--- src/rtl/vga_timing_gen.sv ---
// vga_timing_gen
//   Raster timing generator for the sprite and colour-mapping stages that
//   follow it. The free-running horizontal and vertical counters are exposed
//   directly as DrawX/DrawY. The hs/vs/blank decode is delayed by SYNC_DELAY
//   clocks, so the sync pulses stay aligned with pixels leaving the colour
//   path (ROM read plus output register). A once-per-frame tick and a frame
//   counter feed the game-state update logic.
//
// Ports
//   vga_clk      in   pixel clock, the only clock
//   reset        in   synchronous active-high reset
//   DrawX[9:0]   out  horizontal counter, 0..H_TOTAL-1
//   DrawY[9:0]   out  vertical counter, 0..V_TOTAL-1
//   blank        out  1 = visible pixel, delayed SYNC_DELAY clocks
//   hs           out  horizontal sync, active-low, delayed SYNC_DELAY clocks
//   vs           out  vertical sync, active-low, delayed SYNC_DELAY clocks
//   frame_tick   out  one-clock pulse while (DrawX,DrawY) = (0,V_VISIBLE)
//   frame_count  out  number of frame_tick pulses since reset, wrapping
//
// H_TOTAL and V_TOTAL must each be <= 1024. SYNC_DELAY is legal in 0..4.

module vga_timing_gen #(
    parameter int H_VISIBLE  = 640,
    parameter int H_FRONT    = 16,
    parameter int H_SYNC     = 96,
    parameter int H_BACK     = 48,
    parameter int V_VISIBLE  = 480,
    parameter int V_FRONT    = 10,
    parameter int V_SYNC     = 2,
    parameter int V_BACK     = 33,
    parameter int SYNC_DELAY = 2
) (
    input  logic        vga_clk,
    input  logic        reset,
    output logic [9:0]  DrawX,
    output logic [9:0]  DrawY,
    output logic        blank,
    output logic        hs,
    output logic        vs,
    output logic        frame_tick,
    output logic [15:0] frame_count
);

    localparam int H_TOTAL = H_VISIBLE + H_FRONT + H_SYNC + H_BACK;
    localparam int V_TOTAL = V_VISIBLE + V_FRONT + V_SYNC + V_BACK;

    localparam logic [9:0] H_MAX = 10'(H_TOTAL - 1);
    localparam logic [9:0] V_MAX = 10'(V_TOTAL - 1);
    localparam logic [9:0] V_VIS = 10'(V_VISIBLE);

    // The decode compares use 11 bits so that a sync window ending exactly
    // at 1024 (zero back porch with a full 1024 total) still compares correctly.
    localparam logic [10:0] H_VIS_W    = 11'(H_VISIBLE);
    localparam logic [10:0] V_VIS_W    = 11'(V_VISIBLE);
    localparam logic [10:0] HS_START_W = 11'(H_VISIBLE + H_FRONT);
    localparam logic [10:0] HS_END_W   = 11'(H_VISIBLE + H_FRONT + H_SYNC);
    localparam logic [10:0] VS_START_W = 11'(V_VISIBLE + V_FRONT);
    localparam logic [10:0] VS_END_W   = 11'(V_VISIBLE + V_FRONT + V_SYNC);

    // Delay-line idle value, ordered as {blank, hs, vs}.
    localparam logic [2:0] SYNC_IDLE = 3'b011;

    logic [9:0]  hc;
    logic [9:0]  vc;
    logic [9:0]  hc_next;
    logic [9:0]  vc_next;
    logic [10:0] hc_w;
    logic [10:0] vc_w;
    logic        tick_next;
    logic        frame_tick_q;
    logic [15:0] frame_count_q;
    logic        blank_raw;
    logic        hs_raw;
    logic        vs_raw;

    always_comb begin
        hc_next = hc + 10'd1;
        vc_next = vc;
        if (hc == H_MAX) begin
            hc_next = '0;
            vc_next = (vc == V_MAX) ? '0 : vc + 10'd1;
        end
    end

    // frame_tick is a registered output. It is therefore computed from the
    // next counter state, so the pulse lines up with the (0, V_VISIBLE) cycle.
    assign tick_next = (hc_next == '0) && (vc_next == V_VIS);

    always_ff @(posedge vga_clk) begin
        if (reset) begin
            hc           <= '0;
            vc           <= '0;
            frame_tick_q <= 1'b0;
        end else begin
            hc           <= hc_next;
            vc           <= vc_next;
            frame_tick_q <= tick_next;
        end
    end

    // The count advances on the same edge that raises frame_tick. While the
    // pulse is high, the count already includes that frame.
    always_ff @(posedge vga_clk) begin
        if (reset) begin
            frame_count_q <= '0;
        end else if (tick_next) begin
            frame_count_q <= frame_count_q + 16'd1;
        end
    end

    assign hc_w = {1'b0, hc};
    assign vc_w = {1'b0, vc};

    assign blank_raw = (hc_w < H_VIS_W) && (vc_w < V_VIS_W);
    assign hs_raw    = !((hc_w >= HS_START_W) && (hc_w < HS_END_W));
    assign vs_raw    = !((vc_w >= VS_START_W) && (vc_w < VS_END_W));

    generate
        if (SYNC_DELAY == 0) begin : g_no_delay
            assign blank = blank_raw;
            assign hs    = hs_raw;
            assign vs    = vs_raw;
        end else begin : g_delay
            logic [2:0] sync_pipe [SYNC_DELAY];

            always_ff @(posedge vga_clk) begin
                if (reset) begin
                    for (int i = 0; i < SYNC_DELAY; i++) begin
                        sync_pipe[i] <= SYNC_IDLE;
                    end
                end else begin
                    sync_pipe[0] <= {blank_raw, hs_raw, vs_raw};
                    for (int i = 1; i < SYNC_DELAY; i++) begin
                        sync_pipe[i] <= sync_pipe[i-1];
                    end
                end
            end

            assign {blank, hs, vs} = sync_pipe[SYNC_DELAY-1];
        end
    endgenerate

    assign DrawX       = hc;
    assign DrawY       = vc;
    assign frame_tick  = frame_tick_q;
    assign frame_count = frame_count_q;

endmodule

--- config.mk ---
export PLATFORM = sky130hd
export DESIGN_NAME = vga_timing_gen
export DESIGN_NICKNAME = d
export VERILOG_FILES = /design/src/rtl/vga_timing_gen.sv
export SDC_FILE = /design/constraint.sdc
export NUM_CORES = 1
export LEC_CHECK = 0
export CAP_MARGIN = 20
export CORE_MARGIN = 2
export CORE_UTILIZATION = 47
export CTS_CLUSTER_DIAMETER = 50
export DETAILED_ROUTE_END_ITERATION = 6
export PLACE_DENSITY_LB_ADDON = 0.12
export SLEW_MARGIN = 20
export SYNTH_ARGS = -nofsm -noshare
export SYNTH_HDL_FRONTEND = slang
export SYNTH_SLANG_ARGS = --single-unit
--- constraint.sdc ---
create_clock -name vga_clk -period 3.1 [get_ports vga_clk]
set_clock_uncertainty 0.15 [all_clocks]
set_input_delay 0.465 -clock vga_clk [delete_from_list [all_inputs] [get_ports vga_clk]]
set_output_delay 0.465 -clock vga_clk [all_outputs]
set_load 0.01 [all_outputs]
==> metrics.md <==
| Metric | Value |
|---|---|
| EDFF count, synth | 0 |
| Worst Tran Pin Value | 0.506 ns |
| Synth Area per Inst | between 8 and 9 sq um |
| Startpoint types | flip-flop |
| Status | complete, no violations |
| First-pass iteration count of the detailed router | 4 |
| Starting DRC count in detailed routing | roughly 170 |
| Number of max-cap violations | 0 |
| Post-route non-filler standard cell count | 379 |
| Hold_buf cts | 0 |
| Wire per inst | around 15 um |
| Setup ws final | slightly below 0.06 ns |
| CP Capture Type | flip-flop |
| Detailed Place HPWL | 3730 um |
| Final RePlAce weighted congestion | 0.856 |
| Worst path arrival time | approximately 3.1 ns |
| Final period util | 0.981 |
| Worst hold path type | flip-flop to flip-flop |
| Leak | 0.00113 uW |
| Die Ht | approximately 74 um |
| Post-synthesis sequential area ratio | 0.378 |
| Share of cells above drive strength 1 | 0.212 |
| DRC Markers | 0 |
| CORE AREA | 4690 sq um |
| Setup-failing EPs final | 0 |
| Met3 Use GR | 0.0384 |
| Top Usage Layer GRT | met1 |
| Slew margin rel. | 0.658 |
| Die ar. | 5420 sq um |
| Async SR Flop Fraction | 0 |
| P per Cell Area | 329 nW/um^2 |
| Area Growth Syn to Fin | 38.6% |
| TritonCTS buffer count | 5 |
| Netlist cell types | 46 |
| Maximum number of pins on one net before global-route repair | 35 |
| Vias in the first global route | between 1,500 and 2,000 |
| Cells after Synth | 270 |
| Root Driver | clkbuf_8 |
| RSZ-0062 raised after global routing | yes |
| Top cells by count, synth | dfxtp_1, nor2_1, a21oi_1, nand2_1, nand3_1 |
| First-pass GRT wire length | 9270 um |
| Antenna fix cells | 0 |
| Top FF cell, synth | dfxtp_1 |
| Overflow after GRT | 0 |
| IO Pins | 42 |
| Clk slew on worst S/H paths | 0.09 ns |
| Dominant cells by area after synthesis | dfxtp_1, a21oi_1, nand3_1 |
| Max Slew Vio Count | 0 |
| Most frequent cell after synthesis | dfxtp_1 |
| Share of the synthesized area in the top cell type | 0.378 |
| Initial antenna violation count | 0 |
| Final wirelength | 5700 um |
| Final #Nets | between 300 and 400 |
| Worst EP required | approximately 3.2 ns |
| Placed insts | 365 |
| Tot GR Track Use | 0.217 |
| Yosys top cell by area | dfxtp_1 |
| Ys Warns | 0 |
| Rows | 25 |
| Initial Util | 0.485 |
| Vias | 2,201 |
| Final hold vios | 0 |
| CTS tree | done |
| Clock Sinks | 43 |
| Post-synth net total | 277 |
| Post-route antenna net violation count | 0 |
| Crit path time final | 3.04 ns |
| Mapped Area | 2280 sq um |
| Longest Clk Path Bufs | 2 |
| Synthesis-stage register bit count | 43 |
| Critical path type | flip-flop to flip-flop |
| Worst vdd ir | around 230 uV |
| Global routing usage on met2 | 0.313 |
| Number of buffers added on ports | 41 |
| Met1 Usage GRT | 0.326 |
| Crit Path Max Fanout | 8 |
| H-tree depth | 2 |
| Clk_lat worst skew | approximately 0.30 ns |
| Via-to-Cell Ratio | 5.81 |
| Pre-CTS setup slack | 0.0337 ns |
| FMAX | 0.329 GHz |
| Die Wd | approximately 74 um |
## layer usage
metal	share of wire	vias to the layer above
met5	0	-
met4	0.014	0
met3	0.058	9
met2	0.46	76
met1	0.47	1024
li1	-	1092
## power breakdown
part | switching, uW | leakage (uW) | internal [uW]
logic | 20.3 | 0.000723 | 16.6
clock network | 200 | 0.0000581 | 240
registers | 3.57 | 0.000349 | 556
total | 224 | 0.00113 | 813
## cell usage in the layout (no fill, tap or decap), types with 2 or more instances in the layout
master and n:
nand4b_1 4, buf_4 22, nand4_1 6, a211oi_1 3, or2_2 3, nand3b_1 2
o21ai_0 10, nor4_4 3, o31ai_2 2, and4_1 4, nand2_1 19, dfxtp_2 2
nor3_1 10, clkdlybuf4s50_1 41, nand3_1 17, or3_1 7, a21oi_2 7, or4_4 5
a21oi_1 13, o31ai_1 4, clkbuf_8 5, nor4_2 2, xnor2_1 9, nor2_1 20
o41ai_1 2, nor2b_1 4, dfxtp_1 41, ha_1 4, and2_1 2, inv_1 6
or4_1 2, clkbuf_16 2, xor2_1 8, and3_1 8
## cells by family (layout without fill, tap and decap cells)
group                      count (synthesis)  count (layout)  share of synthesized area
and+or+nand+nor                          129             129                      0.327
AOI/OAI and AO/OA                         49              49                      0.143
DFF                                       43              43                      0.378
buffers and inverters                     26              81                     0.0549
xor gates and xnor gates                  17              17                     0.0654
adders and majority gates                  5               5                     0.0275
muxes                                      1               1                    0.00440
## worst max-delay path, stage by stage (launching register included)
cell and delay [ns]:
dfxtp_2 0.32, or4b_4 0.65, nor4_4 0.31, mux2i_1 0.27
nor4bb_4 0.24, nand4_2 0.23, buf_12 0.20, or4_4 0.50
a21oi_2 0.11
## worst paths after layout
kind	slack, ns	cells past startpoint	start	endpoint
worst max-delay path	0.06	8	DrawX[6]$_SDFF_PP0_	frame_count[12]$_SDFFE_PP0P_
worst min-delay path	0.26	1	g_delay.sync_pipe[0][1]$_SDFF_PP1_	g_delay.sync_pipe[0][4]$_SDFF_PP1_
worst max register to register	0.06	8	DrawX[6]$_SDFF_PP0_	frame_count[12]$_SDFFE_PP0P_
worst min register to register	0.26	1	g_delay.sync_pipe[0][1]$_SDFF_PP1_	g_delay.sync_pipe[0][4]$_SDFF_PP1_
## registers in the layout (all words and copies together) (netlist names)
signal / flops
frame_count: 16
DrawX: 10
DrawY: 10
g_delay.sync_pipe: 6
frame_tick: 1
## what timing repair did
| action | CTS | global route |
|---|---|---|
| endpoints found under the setup margin | 0 | 7 |
| buffers inserted | 0 | 4 |
| resized for setup | 0 | 25 |
## per-stage QoR
step                      utilization  setup TNS, ns  instance area (sq um)  total power [uW]  hold slack (ns)
after floorplan                     -              0                   2320               592            0.239
after global placement          0.606              0                   2840               608            0.243
after detailed placement        0.606              0                   2840               609            0.248
after CTS                       0.630              0                   2960              1050            0.269
after global routing            0.673         -0.446                   3160              1080            0.295
final                           0.673              0                   3160              1040            0.265
## final cells by class
cell class | instances | area [sq um]
fillers | 413 | 1540
clock buffers | 5 | 68.8
clock inverters | 3 | 43.8
flip-flops and latches | 43 | 863
multi-input cells | 201 | 1430
inverters | 6 | 22.5
well taps | 54 | 67.6
repair buffers | 67 | 657
No activity file was read; power rests on OpenSTA's default activity.
